### src/rtl/glb_pkg.sv
// Shared definitions for the global-buffer channel readers: FSM encoding and
// default geometry of one channel buffer.
package glb_pkg;

  localparam int GLB_DATA_WIDTH = 16;
  localparam int GLB_DEPTH      = 102;
  localparam int GLB_LEN_WIDTH  = 8;

  localparam logic [1:0] GLB_ST_IDLE   = 2'd0;
  localparam logic [1:0] GLB_ST_STREAM = 2'd1;
  localparam logic [1:0] GLB_ST_DRAIN  = 2'd2;

  typedef enum logic [1:0] {
    ST_IDLE   = GLB_ST_IDLE,
    ST_STREAM = GLB_ST_STREAM,
    ST_DRAIN  = GLB_ST_DRAIN
  } glb_state_e;

endpackage

### src/rtl/glb_stream_reader_if.sv
// Preload, command and PE-bus signals of one global-buffer read channel.
// master = the side issuing commands and preloads, slave = the reader.
interface glb_stream_reader_if #(
  parameter int DATA_WIDTH = 16,
  parameter int ADDR_WIDTH = 7,
  parameter int LEN_WIDTH  = 8
) ();

  logic                  wr_en;
  logic [ADDR_WIDTH-1:0] wr_addr;
  logic [DATA_WIDTH-1:0] wr_data;
  logic                  cmd_valid;
  logic                  cmd_ready;
  logic [ADDR_WIDTH-1:0] cmd_addr;
  logic [LEN_WIDTH-1:0]  cmd_len;
  logic [ADDR_WIDTH-1:0] cmd_stride;
  logic                  pe_load_ready;
  logic [DATA_WIDTH-1:0] bus_data;
  logic                  bus_valid;
  logic                  busy;
  logic                  done;
  logic                  err;

  modport master (
    output wr_en, wr_addr, wr_data,
    output cmd_valid, cmd_addr, cmd_len, cmd_stride,
    output pe_load_ready,
    input  cmd_ready, bus_data, bus_valid, busy, done, err
  );

  modport slave (
    input  wr_en, wr_addr, wr_data,
    input  cmd_valid, cmd_addr, cmd_len, cmd_stride,
    input  pe_load_ready,
    output cmd_ready, bus_data, bus_valid, busy, done, err
  );

endinterface

### src/rtl/glb_sram_1r1w.sv
// Synchronous 1R1W buffer, read-first on same-address collision. Read data is
// registered and only updates on a read, so it holds between reads.
module glb_sram_1r1w #(
  parameter int DATA_WIDTH = 16,
  parameter int DEPTH      = 102,
  parameter int ADDR_WIDTH = $clog2(DEPTH)
) (
  input  logic                  clk,
  input  logic                  rst_n,
  input  logic                  we_i,
  input  logic [ADDR_WIDTH-1:0] waddr_i,
  input  logic [DATA_WIDTH-1:0] wdata_i,
  input  logic                  re_i,
  input  logic [ADDR_WIDTH-1:0] raddr_i,
  output logic [DATA_WIDTH-1:0] rdata_o
);

  localparam logic [ADDR_WIDTH:0] DEPTH_EXT = (ADDR_WIDTH+1)'(DEPTH);

  logic [DATA_WIDTH-1:0] mem_q [0:DEPTH-1];
  logic [DATA_WIDTH-1:0] rdata_q;

  // Storage write port; out-of-range addresses are dropped, contents never reset.
  always_ff @(posedge clk) begin
    if (we_i && ({1'b0, waddr_i} < DEPTH_EXT)) begin
      mem_q[waddr_i] <= wdata_i;
    end
  end

  // Registered read port; non-blocking update gives old data on collision.
  always_ff @(posedge clk or negedge rst_n) begin
    if (!rst_n) begin
      rdata_q <= {DATA_WIDTH{1'b0}};
    end else if (re_i) begin
      rdata_q <= mem_q[raddr_i];
    end
  end

  assign rdata_o = rdata_q;

endmodule

### src/rtl/glb_stream_reader.sv
// Global-buffer read streamer for one PE channel: accepts (addr, len, stride)
// and issues one buffer read per cycle the PE can absorb a word, wrapping the
// address modulo DEPTH. Each issued word appears on the bus the next cycle.
module glb_stream_reader
  import glb_pkg::*;
#(
  parameter int DATA_WIDTH = GLB_DATA_WIDTH,
  parameter int DEPTH      = GLB_DEPTH,
  parameter int ADDR_WIDTH = $clog2(DEPTH),
  parameter int LEN_WIDTH  = GLB_LEN_WIDTH
) (
  input logic                clk,
  input logic                rst_n,
  glb_stream_reader_if.slave bus_if
);

  localparam logic [ADDR_WIDTH:0]  DEPTH_EXT = (ADDR_WIDTH+1)'(DEPTH);
  localparam logic [LEN_WIDTH-1:0] LEN_ONE   = LEN_WIDTH'(1);

  glb_state_e            state_q, state_d;
  logic [ADDR_WIDTH-1:0] cur_addr_q, cur_addr_d;
  logic [ADDR_WIDTH-1:0] stride_q, stride_d;
  logic [LEN_WIDTH-1:0]  remaining_q, remaining_d;
  logic                  cmd_ready_q, cmd_ready_d;
  logic                  busy_q, busy_d;
  logic                  done_q, done_d;
  logic                  err_q, err_d;
  logic                  bus_valid_q, bus_valid_d;

  logic                  accept_s;
  logic                  cmd_illegal_s;
  logic                  cmd_empty_s;
  logic                  issue_s;
  logic [ADDR_WIDTH:0]   addr_sum_s;
  logic [ADDR_WIDTH:0]   addr_wrap_s;
  logic [ADDR_WIDTH-1:0] addr_next_s;
  logic [DATA_WIDTH-1:0] rd_data_s;

  assign accept_s      = bus_if.cmd_valid & cmd_ready_q & (state_q == ST_IDLE);
  assign cmd_illegal_s = ({1'b0, bus_if.cmd_addr} >= DEPTH_EXT) ||
                         ({1'b0, bus_if.cmd_stride} >= DEPTH_EXT);
  assign cmd_empty_s   = (bus_if.cmd_len == {LEN_WIDTH{1'b0}});

  // Next stream address; both operands are below DEPTH, so one subtraction wraps it.
  always_comb begin
    addr_sum_s  = {1'b0, cur_addr_q} + {1'b0, stride_q};
    addr_wrap_s = addr_sum_s - DEPTH_EXT;
    if (addr_sum_s >= DEPTH_EXT) begin
      addr_next_s = addr_wrap_s[ADDR_WIDTH-1:0];
    end else begin
      addr_next_s = addr_sum_s[ADDR_WIDTH-1:0];
    end
  end

  // Controller: command decode, read issue, counters and output next-state.
  always_comb begin
    state_d     = state_q;
    cur_addr_d  = cur_addr_q;
    stride_d    = stride_q;
    remaining_d = remaining_q;
    done_d      = 1'b0;
    err_d       = 1'b0;
    issue_s     = 1'b0;
    case (state_q)
      ST_IDLE: begin
        if (accept_s) begin
          cur_addr_d  = bus_if.cmd_addr;
          stride_d    = bus_if.cmd_stride;
          remaining_d = bus_if.cmd_len;
          if (cmd_illegal_s) begin
            done_d = 1'b1;
            err_d  = 1'b1;
          end else if (cmd_empty_s) begin
            done_d = 1'b1;
          end else begin
            state_d = ST_STREAM;
          end
        end else begin
          state_d = ST_IDLE;
        end
      end
      ST_STREAM: begin
        if (bus_if.pe_load_ready) begin
          issue_s     = 1'b1;
          cur_addr_d  = addr_next_s;
          remaining_d = remaining_q - LEN_ONE;
          if (remaining_q == LEN_ONE) begin
            // Last word: done is registered alongside its bus_valid.
            state_d = ST_DRAIN;
            done_d  = 1'b1;
          end else begin
            state_d = ST_STREAM;
          end
        end else begin
          state_d = ST_STREAM;
        end
      end
      ST_DRAIN: begin
        state_d = ST_IDLE;
      end
      default: begin
        state_d = ST_IDLE;
      end
    endcase
    cmd_ready_d = (state_d == ST_IDLE);
    busy_d      = (state_d != ST_IDLE);
    bus_valid_d = issue_s;
  end

  // State, counter and registered-output update.
  always_ff @(posedge clk or negedge rst_n) begin
    if (!rst_n) begin
      state_q     <= ST_IDLE;
      cur_addr_q  <= {ADDR_WIDTH{1'b0}};
      stride_q    <= {ADDR_WIDTH{1'b0}};
      remaining_q <= {LEN_WIDTH{1'b0}};
      cmd_ready_q <= 1'b0;
      busy_q      <= 1'b0;
      done_q      <= 1'b0;
      err_q       <= 1'b0;
      bus_valid_q <= 1'b0;
    end else begin
      state_q     <= state_d;
      cur_addr_q  <= cur_addr_d;
      stride_q    <= stride_d;
      remaining_q <= remaining_d;
      cmd_ready_q <= cmd_ready_d;
      busy_q      <= busy_d;
      done_q      <= done_d;
      err_q       <= err_d;
      bus_valid_q <= bus_valid_d;
    end
  end

  glb_sram_1r1w #(
    .DATA_WIDTH (DATA_WIDTH),
    .DEPTH      (DEPTH),
    .ADDR_WIDTH (ADDR_WIDTH)
  ) u_sram (
    .clk     (clk),
    .rst_n   (rst_n),
    .we_i    (bus_if.wr_en),
    .waddr_i (bus_if.wr_addr),
    .wdata_i (bus_if.wr_data),
    .re_i    (issue_s),
    .raddr_i (cur_addr_q),
    .rdata_o (rd_data_s)
  );

  assign bus_if.cmd_ready = cmd_ready_q;
  assign bus_if.busy      = busy_q;
  assign bus_if.done      = done_q;
  assign bus_if.err       = err_q;
  assign bus_if.bus_valid = bus_valid_q;
  assign bus_if.bus_data  = rd_data_s;

endmodule

### src/flat_wrapper.sv
// flat-port wrapper written by rule: the top's interface ports become plain ports
module glb_stream_reader_flat import glb_pkg::*;
#(
  parameter int DATA_WIDTH = GLB_DATA_WIDTH,
  parameter int DEPTH      = GLB_DEPTH,
  parameter int ADDR_WIDTH = $clog2(DEPTH),
  parameter int LEN_WIDTH  = GLB_LEN_WIDTH
)
  (clk, rst_n, bus_if_wr_en, bus_if_wr_addr, bus_if_wr_data, bus_if_cmd_valid, bus_if_cmd_addr, bus_if_cmd_len, bus_if_cmd_stride, bus_if_pe_load_ready, bus_if_cmd_ready, bus_if_bus_data, bus_if_bus_valid, bus_if_busy, bus_if_done, bus_if_err);
  glb_stream_reader_if #(.DATA_WIDTH(DATA_WIDTH), .ADDR_WIDTH(ADDR_WIDTH), .LEN_WIDTH(LEN_WIDTH)) bus_if_i ();
  input logic clk;
  input logic rst_n;
  input wire logic [$bits(bus_if_i.wr_en)-1:0] bus_if_wr_en;
  input wire logic [$bits(bus_if_i.wr_addr)-1:0] bus_if_wr_addr;
  input wire logic [$bits(bus_if_i.wr_data)-1:0] bus_if_wr_data;
  input wire logic [$bits(bus_if_i.cmd_valid)-1:0] bus_if_cmd_valid;
  input wire logic [$bits(bus_if_i.cmd_addr)-1:0] bus_if_cmd_addr;
  input wire logic [$bits(bus_if_i.cmd_len)-1:0] bus_if_cmd_len;
  input wire logic [$bits(bus_if_i.cmd_stride)-1:0] bus_if_cmd_stride;
  input wire logic [$bits(bus_if_i.pe_load_ready)-1:0] bus_if_pe_load_ready;
  output wire logic [$bits(bus_if_i.cmd_ready)-1:0] bus_if_cmd_ready;
  output wire logic [$bits(bus_if_i.bus_data)-1:0] bus_if_bus_data;
  output wire logic [$bits(bus_if_i.bus_valid)-1:0] bus_if_bus_valid;
  output wire logic [$bits(bus_if_i.busy)-1:0] bus_if_busy;
  output wire logic [$bits(bus_if_i.done)-1:0] bus_if_done;
  output wire logic [$bits(bus_if_i.err)-1:0] bus_if_err;
  assign bus_if_i.wr_en = bus_if_wr_en;
  assign bus_if_i.wr_addr = bus_if_wr_addr;
  assign bus_if_i.wr_data = bus_if_wr_data;
  assign bus_if_i.cmd_valid = bus_if_cmd_valid;
  assign bus_if_i.cmd_addr = bus_if_cmd_addr;
  assign bus_if_i.cmd_len = bus_if_cmd_len;
  assign bus_if_i.cmd_stride = bus_if_cmd_stride;
  assign bus_if_i.pe_load_ready = bus_if_pe_load_ready;
  assign bus_if_cmd_ready = bus_if_i.cmd_ready;
  assign bus_if_bus_data = bus_if_i.bus_data;
  assign bus_if_bus_valid = bus_if_i.bus_valid;
  assign bus_if_busy = bus_if_i.busy;
  assign bus_if_done = bus_if_i.done;
  assign bus_if_err = bus_if_i.err;
  glb_stream_reader #(.DATA_WIDTH(DATA_WIDTH), .DEPTH(DEPTH), .ADDR_WIDTH(ADDR_WIDTH), .LEN_WIDTH(LEN_WIDTH)) u_core (.clk(clk), .rst_n(rst_n), .bus_if(bus_if_i));
endmodule
### config.mk
export PLATFORM = sky130hd
export DESIGN_NAME = glb_stream_reader_flat
export DESIGN_NICKNAME = d
export VERILOG_FILES = /design/src/rtl/glb_pkg.sv /design/src/rtl/glb_stream_reader_if.sv /design/src/rtl/glb_sram_1r1w.sv /design/src/rtl/glb_stream_reader.sv /design/src/flat_wrapper.sv
export SDC_FILE = /design/constraint.sdc
export NUM_CORES = 2
export LEC_CHECK = 0
export BUFFER_PORTS_ARGS = -buffer_cell sky130_fd_sc_hd__buf_2
export CAP_MARGIN = 10
export CORE_MARGIN = 1
export CORE_UTILIZATION = 40
export DETAILED_ROUTE_END_ITERATION = 10
export PLACE_DENSITY_LB_ADDON = 0.25
export SETUP_SLACK_MARGIN = 0.15
export SLEW_MARGIN = 20
export SYNTH_ARGS = -nofsm -noshare
export SYNTH_HDL_FRONTEND = slang
export SYNTH_SLANG_ARGS = --single-unit
### constraint.sdc
create_clock -name clk -period 4.3 [get_ports clk]
set_input_delay 0.43 -clock clk [delete_from_list [all_inputs] [get_ports clk]]
set_output_delay 0.43 -clock clk [all_outputs]
set_load 0.01 [all_outputs]
# Word-level counts from Yosys, hierarchy flattened
# Memory sizes are Yosys's and may differ from the RTL's. A register that Yosys moved wholly into a read port is not among the register bits.
# Cells that the tools add are included.
# totals
regBits	29
mem_bits_rw	1632
in_bits	50
out_inout_bits	21
elab_cells	59
memories	1
# memory_table
memory	depth	width	read_ports	rd_ports_with_merged_regs	wr	line	text
u_core.u_sram.mem_q	102	16	1	1	1	glb_sram_1r1w.sv:20	logic [DATA_WIDTH-1:0] mem_q [0:DEPTH-1];
# classes
addsub	3
n_lt_le_gt_ge	4
n_eq_ne	4
n_mux	26
bitwise	2
reduce_logical	10
# op_table
op	count
two-way mux 7 bit	3
two-way mux 8 bit	2
case mux 8 bit (2 select lines)	1
greater-or-equal comparator 7 bit (second input constant)	2
case mux 7 bit (2 select lines)	1
two-way mux 1 bit	12
two-way mux 2 bit	5
adder 7 x 7 -> 8 bit	1
== test 8 x 1 -> 1 bit (second input constant)	1
greater-or-equal comparator 8 x 7 -> 1 bit (second input constant)	1
logical NOT 8 bit	1
subtractor 8 x 1 -> 8 bit (second input constant)	1
less-than comparator 7 bit (second input constant)	1
subtractor 7 bit (second input constant)	1
logical NOT 2 bit	2
case mux 2 bit (2 select lines)	1
nonzero test 2 bit	2
AND reduction 3 bit	1
AND 1 bit	2
== test 2 x 1 -> 1 bit (second input constant)	1
inequality test 2 x 1 -> 1 bit (second input constant)	1
inequality test 2 bit (second input constant)	1
case mux 1 bit (2 select lines)	1
AND reduction 2 bit	1
3 further kinds	3

# Depth between registers and ports, before layout
# logic_depth
word_depth	6
ltp_mapped	11
depth_no_buf	9

# Cells and area by module
# A second synthesis with hierarchy kept.
# hier_totals
cells_unflattened	3132
area_unflattened_um2	65370.2
# by_module_without_submodules
mod	instances	cells_each	area_each_um2	seq_area_each_um2
glb_sram_1r1w	1	2923	63454.6	49407.4
glb_stream_reader	1	209	1915.6	725.7

# Worst setup path before layout
# No wires, ideal clock.
# synth_path
path_kind	input to register
start	input bus_if_wr_addr[1]
end	memory u_core.u_sram.mem_q[28][0], enable pin
setup_ns	0.388
t_arrival_ns	2.055
required_time_ns	3.912
path_slack_ns	1.856
path_stages	6
n_path_buf	1
cell_sequence	a211oi_1 -> o21ai_0 -> nor2_1 -> nand3b_1 -> clkbuf_1 -> nor2_1
# synth_between
elab_chain_len	4
# synth_lines
item	line	text
start: declaration	flat_wrapper.sv:14	input wire logic [$bits(bus_if_i.wr_addr)-1:0] bus_if_wr_addr;
less-than comparator 7 bit	glb_sram_1r1w.sv:25	if (we_i && ({1'b0, waddr_i} < DEPTH_EXT)) begin
logical AND 1 bit	glb_sram_1r1w.sv:25	
two-way mux 1 bit	glb_sram_1r1w.sv:25	
two-way mux 1 bit (not written as such)	glb_sram_1r1w.sv:26	mem_q[waddr_i] <= wdata_i;
end: declaration	glb_sram_1r1w.sv:20	
# Parallel ways exist; a longest one is shown, timed or not.

==> impl_metrics.sql <==
INSERT INTO impl_metrics (metric_group, metric, value, unit) VALUES
('critical_path', 'worst-setup-path-type', 'reg2reg', ''),
('detailed_routing', 'first_pass_iters', '7', ''),
('status', 'run_status', 'finished, final reports clean', ''),
('logic_synthesis', 'syn_area_cell', '21.30', 'sq um'),
('clock_network', 'clock_sink_count', '1677', ''),
('clock_network', 'cts.repair_timing.setup_buffer_count', '0', ''),
('critical_path', 'critPathTopFamily', 'simple AND/OR/NAND/NOR gates', ''),
('critical_path', 'worst_r2r_startpoint', 'u_core.cur_addr_q[1]', ''),
('critical_path', 'timing.critical_path.slowest_cell_delay', '990', 'ps'),
('critical_path', 'path_depth', '8', ''),
('clock_network', 'cts_hold_repair.buffers', '20', ''),
('logic_synthesis', 'synthesis.instances', '3074', ''),
('clock_network', 'cts.htree.levels', '4', ''),
('logic_synthesis', 'synth_nets', '3135', ''),
('die', 'i_o_pin_cnt', '71', ''),
('clock_network', 'clock_insertion_delay_worst_skew', '820', 'ps'),
('clock_network', 'cts_resized', '0', ''),
('logic_synthesis', 'yosys.area.top_type', 'sky130_fd_sc_hd__edfxtp_1', ''),
('logic_synthesis', 'synth_edf_count', '1632', ''),
('placement', 'placed_wire_length_estimate', '108400', 'microns'),
('sta', 'max_clock_freq', '262.7', 'MHz'),
('sta', 'final.min_clock_period', '3807', 'ps'),
('worst_hold_path', 'hold_crit_path_type', 'in2reg', ''),
('logic_synthesis', 'async_s_r_ff_share_synth', '0.02683', ''),
('clock_network', 'cts_root_buffer', 'sky130_fd_sc_hd__clkbuf_16', ''),
('detailed_routing', 'vias', '32710', ''),
('cells_and_area', 'fillCellCount', '13580', ''),
('global_routing', 'number_of_antenna_violations_at_the_first_check_in_global_routing', '10', ''),
('die', 'std_cell_rows', '148', ''),
('global_routing', 'global_route_usage_over_all_layers', '0.2139', ''),
('sta', 'setup_tns_final', '0', 'ps'),
('cells_and_area', 'most_common_library_cell_in_the_layout_ignoring_fill_and_taps', 'sky130_fd_sc_hd__edfxtp_1', ''),
('sta', 'timing_worst_slew_pin_value', '1122', 'ps'),
('critical_path', 'reg2reg_to', 'u_core.u_sram.rdata_o[14]', ''),
('clock_network', 'number_of_clock_buffers_inserted_by_tritoncts', '169', ''),
('global_routing', 'gr-total-overflow', '0', ''),
('die', 'initial_utilization', '0.4028', ''),
('global_routing', 'grt_pass1_wl', '248300', 'microns'),
('cells_and_area', 'finish.net_count', '3450', ''),
('critical_path', 'crit_path_cell_trace', 'buf_4, buf_4, nor3_1, a31oi_1, o311ai_0, nor4_1, a211oi_1, nor3_1', ''),
('critical_path', 'r2r_cells', '8', ''),
('sta', 'period_utilization', '0.8853', ''),
('logic_synthesis', 'netlist_area', '65490', 'sq um'),
('critical_path', 'required_time_of_the_critical_path', '5020', 'ps'),
('logic_synthesis', 'ys_seq_area_frac', '0.7656', ''),
('worst_hold_path', 'min_delay_path_depth', '1', ''),
('sta', 'setup_repair_after_global_routing_missed_its_margin', 'no', ''),
('logic_synthesis', 'synthesis.yosys.warnings', '0', ''),
('sta', 'skew', '35.70', 'ps'),
('die', 'core', '162600', 'sq um'),
('job', 'maxCapViolCount', '0', ''),
('power', 'power_leakage', '24.28', 'nW'),
('detailed_routing', 'drt_wl_total', '174900', 'microns'),
('critical_path', 'endpoint', 'u_core.u_sram.rdata_o[14]', ''),
('detailed_routing', 'route.detailed.vias_per_inst', '5.733', ''),
('critical_path', 'crit_path_capture_type', 'register', ''),
('power', 'max-vdd-ir-drop', '0.5886', 'mV'),
('die', 'fp.dieArea', '165300', 'sq um'),
('placement', 'port-buffer-count', '70', ''),
('sta', 'count_of_final_max_slew_check_failures', '0', ''),
('logic_synthesis', 'synth.distinct_cells', '57', ''),
('logic_synthesis', 'ys_ff_latch', '1677', ''),
('power', 'total_power', '0.04700', 'W'),
('detailed_routing', 'drt_drc_violations_left', '0', ''),
('cells_and_area', 'multi_input_area', '14350', 'sq um'),
('sta', 'endpoints_failing_hold', '0', ''),
('clock_network', 'cts.reportedPaths.clkPinSlew', '60', 'ps'),
('logic_synthesis', 'synthDominantCellAreaShare', '0.7484', ''),
('detailed_routing', 'drt_iter0_markers', '3909', ''),
('sta', 'final-setup-viol-count', '0', ''),
('global_routing', 'first_global_vias', '32390', '');
[layer usage]
layer | track usage | up-vias | share of wire
met4 | 0.06529 | 6 | 0.027
met2 | 0.3331 | 1371 | 0.47
met3 | 0.04027 | 232 | 0.078
met5 | 0 | - | 0.00021
met1 | 0.3057 | 17580 | 0.43
li1 | - | 13520 | -
[how the worst min path moves through the flow]
stage                                from                         end
finish                  bus_if_wr_data[8]  u_core.u_sram.mem_q[53][8]
global route            bus_if_wr_data[8]  u_core.u_sram.mem_q[53][8]
CTS                    bus_if_cmd_addr[3]        u_core.cur_addr_q[3]
detailed placement                  rst_n       u_core.remaining_q[0]
global placement    u_core.remaining_q[7]       u_core.remaining_q[7]
floorplan                           rst_n     u_core.bus_if.bus_valid
[area by class of cell]
type | count | area share
sequential | 1677 | 0.6660
multi-input combinational | 1219 | 0.1905
clock inverter | 100 | 0.01507
antenna | 5 | 0.0001662
timing repair buffer | 309 | 0.03267
tap | 2175 | 0.03614
inverter | 13 | 0.0006481
clock buffer | 207 | 0.05874
[power by group]
group | switching [W] | leakage [nW] | internal (W)
logic | 0.00775 | 6.40 | 0.00565
clock network | 0.00623 | 2.69 | 0.00860
registers | 0.000579 | 15.2 | 0.0182
[cells by family (layout without fill, tap and decap cells)]
logic type,Yosys count,count (layout),synth area share
xor+xnor,7,7,0.0009362
flops,1677,1677,0.7656
mux,571,571,0.1615
compound gates,280,280,0.02868
other cells,0,5,0
buf+inv,178,629,0.01725
simple gates,350,350,0.02388
fa+ha+maj,11,11,0.002216
[Yosys cell counts, types with 10 or more instances]
| library cell | count |
|---|---|
| sky130_fd_sc_hd__a211oi_1 | 41 |
| sky130_fd_sc_hd__a21oi_1 | 44 |
| sky130_fd_sc_hd__a221oi_1 | 13 |
| sky130_fd_sc_hd__a22oi_1 | 33 |
| sky130_fd_sc_hd__a31oi_1 | 22 |
| sky130_fd_sc_hd__buf_2 | 52 |
| sky130_fd_sc_hd__buf_4 | 25 |
| sky130_fd_sc_hd__buf_6 | 27 |
| sky130_fd_sc_hd__clkbuf_1 | 49 |
| sky130_fd_sc_hd__dfrtp_1 | 45 |
| sky130_fd_sc_hd__edfxtp_1 | 1632 |
| sky130_fd_sc_hd__ha_1 | 10 |
| sky130_fd_sc_hd__inv_1 | 12 |
| sky130_fd_sc_hd__mux2_2 | 33 |
| sky130_fd_sc_hd__mux2i_1 | 153 |
| sky130_fd_sc_hd__mux4_2 | 385 |
| sky130_fd_sc_hd__nand2_1 | 75 |
| sky130_fd_sc_hd__nand3_1 | 18 |
| sky130_fd_sc_hd__nor2_1 | 163 |
| sky130_fd_sc_hd__nor2b_1 | 25 |
| sky130_fd_sc_hd__nor3_1 | 14 |
| sky130_fd_sc_hd__nor4_1 | 14 |
| sky130_fd_sc_hd__o211ai_1 | 17 |
| sky130_fd_sc_hd__o21ai_0 | 46 |
| sky130_fd_sc_hd__o22ai_1 | 14 |
| sky130_fd_sc_hd__or3_1 | 11 |
[sequential cells by signal, summed over array words and instances, names as in the netlist, 2 cells and up]
name                   flops
u_core.u_sram.mem_q     1632
u_core.u_sram.rdata_o     16
u_core.remaining_q         8
u_core.cur_addr_q          7
u_core.stride_q            7
u_core.state_q             2
[stage by stage]
| stage | cell area [sq um] | worst slack (ps) | hold slack [ps] | utilization | std cells |
|---|---|---|---|---|---|
| floorplan | 65490 | 1856 | 134.4 | - | 3074 |
| global placement | 69520 | 248.5 | 492.7 | 0.4276 | 5373 |
| detailed placement | 69530 | 603.6 | 495.1 | 0.4276 | 5373 |
| CTS | 75280 | 548.4 | 30.70 | 0.4630 | 5700 |
| global route | 75280 | 415.5 | 62.93 | 0.4630 | 5700 |
| finish | 75300 | 493.2 | 71.86 | 0.4631 | 5705 |
Power figures use the tool's default switching activity.
